--- src/rtl/rlg_mix_core.sv ---
// rtl/rlg_mix_core.sv - iterative reversible-logic mixing core (G layer, S layer, lane rotation)
// Runs ROUNDS forward rounds or exactly undoes them in inverse mode, valid/ready on both sides.
module rlg_mix_core #(
  parameter int LANE_W = 16,
  parameter int ROUNDS = 4
) (
  input  logic                  clk,
  input  logic                  rst,
  input  logic                  in_valid,
  output logic                  in_ready,
  input  logic [8*LANE_W-1:0]   in_data,
  input  logic                  in_mode,
  output logic                  out_valid,
  input  logic                  out_ready,
  output logic [8*LANE_W-1:0]   out_data,
  output logic                  busy
);

  localparam int BLK_W = 8 * LANE_W;
  localparam int CW    = $clog2(ROUNDS + 1);
  localparam logic [CW-1:0] LAST = CW'(ROUNDS - 1);

  if (ROUNDS < 1) begin : g_bad_rounds
    $error("rlg_mix_core: ROUNDS must be >= 1");
  end

  typedef enum logic [1:0] {S_IDLE, S_RUN, S_DONE} state_t;

  state_t            state, state_d;
  logic [BLK_W-1:0]  blk;
  logic [CW-1:0]     cnt;
  logic              mode;

  // Fredkin on (L0,L1,L2) and (L5,L6,L7), Feynman on (L3,L4); self-inverse.
  function automatic logic [BLK_W-1:0] gate_g(input logic [BLK_W-1:0] x);
    logic [7:0][LANE_W-1:0] l, r;
    l = x;
    r = l;
    r[1] = (~l[0] & l[1]) | (l[0] & l[2]);
    r[2] = (~l[0] & l[2]) | (l[0] & l[1]);
    r[4] = l[3] ^ l[4];
    r[6] = (~l[5] & l[6]) | (l[5] & l[7]);
    r[7] = (~l[5] & l[7]) | (l[5] & l[6]);
    return r;
  endfunction

  // Control lanes are untouched, so XOR-ing the same term again undoes it.
  function automatic logic [BLK_W-1:0] gate_s(input logic [BLK_W-1:0] x);
    logic [7:0][LANE_W-1:0] l, r;
    l = x;
    r = l;
    r[3] = (l[0] & (l[1] | l[2])) ^ l[3];
    r[7] = (l[4] & (l[5] | l[6])) ^ l[7];
    return r;
  endfunction

  function automatic logic [BLK_W-1:0] rot_l(input logic [BLK_W-1:0] x);
    return {x[7*LANE_W-1:0], x[BLK_W-1:7*LANE_W]};
  endfunction

  function automatic logic [BLK_W-1:0] rot_r(input logic [BLK_W-1:0] x);
    return {x[LANE_W-1:0], x[BLK_W-1:LANE_W]};
  endfunction

  always_ff @(posedge clk) begin
    if (rst) begin
      state <= S_IDLE;
    end else begin
      state <= state_d;
    end
  end

  always_comb begin
    state_d = state;
    case (state)
      S_IDLE:  if (in_valid)       state_d = S_RUN;
      S_RUN:   if (cnt == LAST)    state_d = S_DONE;
      S_DONE:  if (out_ready)      state_d = S_IDLE;
      default:                     state_d = S_IDLE;
    endcase
  end

  always_comb begin
    in_ready  = (state == S_IDLE);
    out_valid = (state == S_DONE);
    busy      = (state != S_IDLE);
  end

  always_ff @(posedge clk) begin
    if (rst) begin
      blk  <= '0;
      cnt  <= '0;
      mode <= 1'b0;
    end else begin
      case (state)
        S_IDLE: begin
          if (in_valid) begin
            blk  <= in_data;
            mode <= in_mode;
            cnt  <= '0;
          end
        end
        S_RUN: begin
          blk <= mode ? gate_g(gate_s(rot_r(blk))) : rot_l(gate_s(gate_g(blk)));
          cnt <= cnt + CW'(1);
        end
        default: ;
      endcase
    end
  end

  assign out_data = blk;

endmodule

--- config.mk ---
export PLATFORM = sky130hd
export DESIGN_NAME = rlg_mix_core
export DESIGN_NICKNAME = d
export VERILOG_FILES = /design/src/rtl/rlg_mix_core.sv
export SDC_FILE = /design/constraint.sdc
export NUM_CORES = 1
export LEC_CHECK = 0
export ABC_CLOCK_PERIOD_IN_PS = 1950
export BUFFER_PORTS_ARGS = -buffer_cell sky130_fd_sc_hd__buf_2
export CORE_ASPECT_RATIO = 1.4
export CORE_UTILIZATION = 35
export CTS_CLUSTER_SIZE = 10
export DETAILED_ROUTE_END_ITERATION = 7
export PLACE_DENSITY_LB_ADDON = 0.05
export SYNTH_ARGS = -nofsm -noshare
export SYNTH_HDL_FRONTEND = slang
export SYNTH_SLANG_ARGS = --single-unit
--- constraint.sdc ---
create_clock -name clk -period 1.95 [get_ports clk]
set_input_delay 0.0975 -clock clk [delete_from_list [all_inputs] [get_ports clk]]
set_output_delay 0.0975 -clock clk [all_outputs]
set_load 0.02 [all_outputs]
==> flow_summary.ini, run 1 <==
[run_status]
status = complete, no violations

[floorplan]
ios = 264
die_h_microns = 203
die_w_microns = 145
core_area_sq_um = 28300
dieArea_sq_um = 29500
initial_core_util_pct = 35.6
rows = 73

[routing]
via_count = 11300
drt_wl_total_microns = 41200
wl_per_cell_microns = 21.2
via_per_inst = 5.83
ant_nets = 0
first_pass_iters = 5
drc_errors = 0
drt-initial-drc-count = 694

[place]
place_ws_ps = 140
dp_cells = 1865
place.gp.congestion = 0.906
dp_hpwl_microns = 29400
portBuffers = 263
dpl_cell_area_sq_um = 12000

[sta]
max-slew-margin-rel_pct = 54.4
drv_slew = 0
finClkSkew_ps = 11.3
period_needed_ps = 1750
setup_ws_ps = 197
setup_tns_ps = 0
hold_viol_final = 0
setup_violations = 0
fin_crit_sh_pct = 89.9
tightest_slew_ps = 684
fmax_mhz = 570
rsz0062_at_grt = false

[global_route]
grt_pass1_wl_microns = 62800
antenna_found_initial = 2
grt_start_max_net_pins = 107
grt_pass1_vias = 11100
overflow = 0
grt_usage_pct = 27.4

[setup_path]
rr_worst_depth = 4
cp_max_fo = 13
cp-start-kind = flip-flop
crit_family = buffers and inverters
crit_chain = buf_4 > nor2b_1 > buf_2
slowest_stage = dfxtp_1
reg2reg_slack_ps = 210
crit_required_ps = 1850
worstPathArrival_ps = 1660
endpoint_kind = primary output
path_class = reg -> out
path_buf_inv = 2
r2r_start = state[1]$_SDFFE_PP0P_
critPathMaxStageDelay_ps = 470

[synthesis]
syn_nets = 1409
synth_edf_count = 0
synth.distinct_cells = 49
async_reset_ff_share_pct = 0
yosys_register_bits = 134
yosysWarnings = 0
synth_flop_cell = dfxtp_1
synth.cell_area_sq_um = 10100
ys_seq_area_share_pct = 26.6
synth.top_cell.area_share_pct = 26.6
yosysTopAreaCell = dfxtp_1
netlist_instances = 1274
syn_avg_cell_area_sq_um = 7.91
synthTopCellsByArea = dfxtp_1 (27%), o21ai_0 (7.2%), a21oi_1 (6.0%)

[pwr]
power_frac_seq_pct = 34.6
power_density_nw_per_um2 = 795
p_clk_share_pct = 33.8
internal-power_uw = 6480
ir_worst_vdd_uv = 604
switchingPower_uw = 3880
p_leak_uw = 0.00510
power_frac_comb_pct = 31.7
power_switching_share_pct = 37.4

[clock_network]
clockBufferDepth = 2
clk_latency_ps = 430
clkSinkCount = 134
cts-htree-levels = 4
post_cts_buffers = 0
clk_pin_slew_worst_paths_ps = 70
cts_tree = done
cts_made_buffers = 17
cts_root_buffer = clkbuf_16

[run]
maxCapViolCount = 0

[hold_path]
holdPathStages = 3
hp-start = in_data[117]
hp-class = in -> reg

[final_layout]
fin_nets = 1684
flow.area_growth_from_synthesis_pct = 29.3
design_area_sq_um = 13000
stdcell_count = 1938
layout-drive-gt1-share_pct = 27.9
==> Yosys cell counts (all sizes together), types with 30 or more instances <==
library cell,instances
a211o,31
a21oi,129
a221oi,48
a22oi,30
buf,78
clkbuf,46
dfxtp,134
inv,60
mux2i,49
nand2,93
nand3,50
nor2,31
o2111ai,32
o21ai,146
o31ai,31
xnor2,34
xor2,31
==> power groups by stage <==
stage	Clock, uW	Sequential, uW	Combinational [uW]
floorplan	0	3730	1860
finish	3500	3580	3280
CTS	3570	3580	3290
global placement	0	3640	3200
global route	3670	3640	3560
detailed placement	0	3640	3220
==> layout make-up <==
type | count | area [sq um]
Timing Repair Buffer | 380 | 2480
Clock buffer | 18 | 450
Sequential cell | 134 | 2690
Antenna cell | 1 | 2.50
Clock inverter | 14 | 175
Tap cell | 375 | 469
Multi-Input combinational cell | 955 | 6530
Fill cell | 2966 | 15300
Inverter | 61 | 229
==> placed cells by master (no fill, tap or decap), types with 17 or more instances in the layout <==
cell and count:
nor2_1 31, a221oi_1 30, xor2_1 31, o31ai_1 31, a221oi_2 18, xnor2_1 34, nand2b_1 17, buf_4 63
a31oi_1 28, a211o_1 31, nand2_1 93, mux2i_1 49, a21oi_1 120, nand3_1 50, buf_2 262, clkbuf_16 18
a22oi_1 30, o21a_1 19, nand3b_1 28, dlygate4sd3_1 40, o21ai_0 146, o2111ai_1 32, o211ai_1 17, inv_1 60
a21o_1 17, dfxtp_1 132
==> logic make-up (layout without fill, tap and decap cells) <==
| family | after synthesis | count (layout) | share of synthesized area, % |
|---|---|---|---|
| AO/OA/AOI/OAI | 580 | 580 | 39.8 |
| AND/OR/NAND/NOR | 245 | 245 | 12.5 |
| buffers and inverters | 185 | 473 | 8.75 |
| flip-flops | 134 | 134 | 26.6 |
| XOR/XNOR | 65 | 65 | 5.65 |
| multiplexers | 63 | 63 | 6.43 |
| adder cells (fa/ha/maj) | 2 | 2 | 0.248 |
| other | 0 | 1 | 0 |
==> worst max-delay path by stage <==
stage                         startpoint                        end  depth (start not counted)
6_report           state[1]$_SDFFE_PP0P_                  out_valid                          3
5_1_grt            state[1]$_SDFFE_PP0P_                  flip-flop                          5
4_1_cts            state[0]$_SDFFE_PP0P_  out_data[77]$_SDFFE_PP0P_                          6
3_5_place_dp       state[0]$_SDFFE_PP0P_  out_data[79]$_SDFFE_PP0P_                          6
3_3_place_gp       state[0]$_SDFFE_PP0P_  out_data[77]$_SDFFE_PP0P_                          6
2_1_floorplan  out_data[20]$_SDFFE_PP0P_  out_data[68]$_SDFFE_PP0P_                          4
==> stage by stage <==
step	hold slack (ps)	util, %	total power [uW]
after CTS	5.20	46.0	10400
after detailed placement	368	42.4	6860
final	13.9	46.0	10400
after floorplan	234	-	5590
after global placement	370	42.4	6840
after global routing	25.1	46.0	10900
==> worst reg2reg max path, stage by stage (launching register included) <==
cell and delay (ps):
dfxtp_1 470, and3b_2 310, a21oi_1 580, o2111ai_1 200, o31ai_1 100
==> layer usage <==
layer  up-vias  part of all wire (%)  global-route usage [%]
met3        95                   5.3                    4.54
li1       5381                     -                       -
met4         4                   4.6                    14.1
met2       400                    53                    52.4
met5         -                 0.056                       0
met1      5412                    37                    28.5
==> what timing repair did <==
item | CTS | global route
resized for setup | 0 | 1
hold endpoints to repair | 43 | 0
hold buffers | 40 | 0
setup endpoints to repair | 0 | 2
No activity file was read; power rests on OpenSTA's default activity.
==> inputs of run 2 (changes only) <==
--- a/config.mk
+++ b/config.mk
@@ -7,8 +7,11 @@
 export LEC_CHECK = 0
 export ABC_CLOCK_PERIOD_IN_PS = 1950
 export BUFFER_PORTS_ARGS = -buffer_cell sky130_fd_sc_hd__buf_2
+export CELL_PAD_IN_SITES_DETAIL_PLACEMENT = 1
+export CELL_PAD_IN_SITES_GLOBAL_PLACEMENT = 2
 export CORE_ASPECT_RATIO = 1.4
-export CORE_UTILIZATION = 35
+export CORE_MARGIN = 1.5
+export CORE_UTILIZATION = 31
 export CTS_CLUSTER_SIZE = 10
 export DETAILED_ROUTE_END_ITERATION = 7
 export PLACE_DENSITY_LB_ADDON = 0.05
==> run 2 against run 1 <==
- clock power down 15%
- flip-flop and latch count unchanged
- power down 6.0%
- critical path type is now reg -> reg
- die area up 14%
- core utilization down 5.5 points
- sequential power about the same
- sequential share of layout area up 0.24 points
- wire length up 0.57%
- global-route usage down 3.1 points
==> flow_summary.ini, run 2 (synthesized netlist as in run 1, its figures left out) <==
[run_status]
status = complete, no violations

[floorplan]
die_h_microns = 216
dieArea_sq_um = 33600
ios = 264
rows = 77
core_area_sq_um = 31800
initial_core_util_pct = 31.7
die_w_microns = 155

[global_route]
grt_pass1_wl_microns = 64700
grt_pass1_vias = 11500
grt_usage_pct = 24.3
overflow = 0
antenna_found_initial = 8
grt_start_max_net_pins = 63

[setup_path]
r2r_end = out_data[23]$_SDFFE_PP0P_
crit_required_ps = 2310
reg2reg_slack_ps = 170
rr_worst_depth = 6
cp_max_fo = 27
cp-start-kind = flip-flop
path_class = reg -> reg
worstPathArrival_ps = 2140
r2r_start = state[0]$_SDFFE_PP0P_
endpoint_kind = flip-flop

[clock_network]
cts_root_buffer = clkbuf_16
cts_tree = done
clk_pin_slew_worst_paths_ps = 60
ctsResizeCount = 0
post_cts_buffers = 0
cts_made_buffers = 17
cts-htree-levels = 4
clkSinkCount = 134
clockBufferDepth = 2
clk_latency_ps = 440

[routing]
drt-initial-drc-count = 457
drt_wl_total_microns = 41400
first_pass_iters = 5
ant_nets = 0
wl_per_cell_microns = 21.3
via_count = 11300
via_per_inst = 5.82
drc_errors = 0

[final_layout]
flow.area_growth_from_synthesis_pct = 27.8
design_area_sq_um = 12900
final_cell_mix = buf_2 (262), o21ai_0 (146), dfxtp_1 (132), a21oi_1 (120), nand2_1 (93)
layout-drive-gt1-share_pct = 26.5
fin_util_pct = 40.5
final_common_cell = buf_2
fin_nets = 1669

[run]
maxCapViolCount = 0

[place]
portBuffers = 263
place.gp.congestion = 0.772
dp_hpwl_microns = 28400
dpl_cell_area_sq_um = 11900

[sta]
fin_crit_sh_pct = 91.1
fmax_mhz = 563
rsz0062_at_grt = false
hold_viol_final = 0
max-slew-margin-rel_pct = 63.5
setup_tns_ps = 0
finClkSkew_ps = 8.96
period_needed_ps = 1780
tightest_slew_ps = 548
setup_violations = 0
drv_slew = 0
whs_ps = 17.9

[pwr]
p_leak_uw = 0.00500
power_density_nw_per_um2 = 755
ir_worst_vdd_uv = 488
p_total_uw = 9730

[hold_path]
hp-start = in_data[112]
hp-class = in -> reg
holdPathStages = 3
[run 2: cell count changes in the layout (fill, tap and decap cells not counted), moves of 2 or more]
cell,change
buf_4,-21
clkbuf_1,+7
clkinvlp_4,-6
clkinv_2,+4
diode_2,+4
buf_12,+3
bufinv_16,-3
clkinv_4,-3
dlygate4sd3_1,+3
clkbuf_8,+2
[run 2: cell type report]
type	instances	area [sq um]
antenna	5	12.5
clock buffer	26	479
clock inverter	5	25.0
fill	3893	18900
inverter	61	229
multi-input combinational	955	6540
sequential	134	2690
tap	395	494
timing repair buffer	365	2420
[run 2: how the worst max path moves through the flow]
stage                                 to  cells past startpoint  slack, ps                       from
2_1_floorplan  out_data[68]$_SDFFE_PP0P_                      4        440  out_data[20]$_SDFFE_PP0P_
3_3_place_gp                   flip-flop                      5        240      state[1]$_SDFFE_PP0P_
3_5_place_dp   out_data[23]$_SDFFE_PP0P_                      6        200      state[0]$_SDFFE_PP0P_
4_1_cts        out_data[23]$_SDFFE_PP0P_                      6        160      state[0]$_SDFFE_PP0P_
5_1_grt        out_data[77]$_SDFFE_PP0P_                      6         50      state[0]$_SDFFE_PP0P_
6_report       out_data[23]$_SDFFE_PP0P_                      6        170      state[0]$_SDFFE_PP0P_
[run 2: repair_timing]
item                                    in CTS  in global routing
hold buffers                                43                  0
endpoints found under the hold margin       45                  0
endpoints found under the setup margin       0                  0
[run 2: power breakdown]
| group | switching [uW] | internal (uW) |
|---|---|---|
| Sequential | 545 | 3020 |
| Combinational | 1860 | 1340 |
| Clock | 1300 | 1680 |
| Total | 3700 | 6030 |
[run 2: metal layers]
metal | routed length, microns | GRT usage (%) | up-vias
li1 | - | - | 5348
met1 | 17700 | 29.4 | 5651
met2 | 20900 | 43.1 | 264
met3 | 1670 | 3.90 | 62
met4 | 1010 | 8.83 | 6
met5 | 37 | 0 | -
[run 2: worst max-delay path: stages, from the launching register on]
cell	delay (ps)
dfxtp_2	450
buf_12	180
nor3b_4	290
buf_12	260
a22oi_1	130
a31o_2	260
a21oi_1	130
[run 2: through the flow]
stage / setup slack [ps] / instances
floorplan: 438 / 1274
global placement: 237 / 1867
detailed placement: 202 / 1867
CTS: 162 / 1941
global route: 53.0 / 1944
finish: 173 / 1946
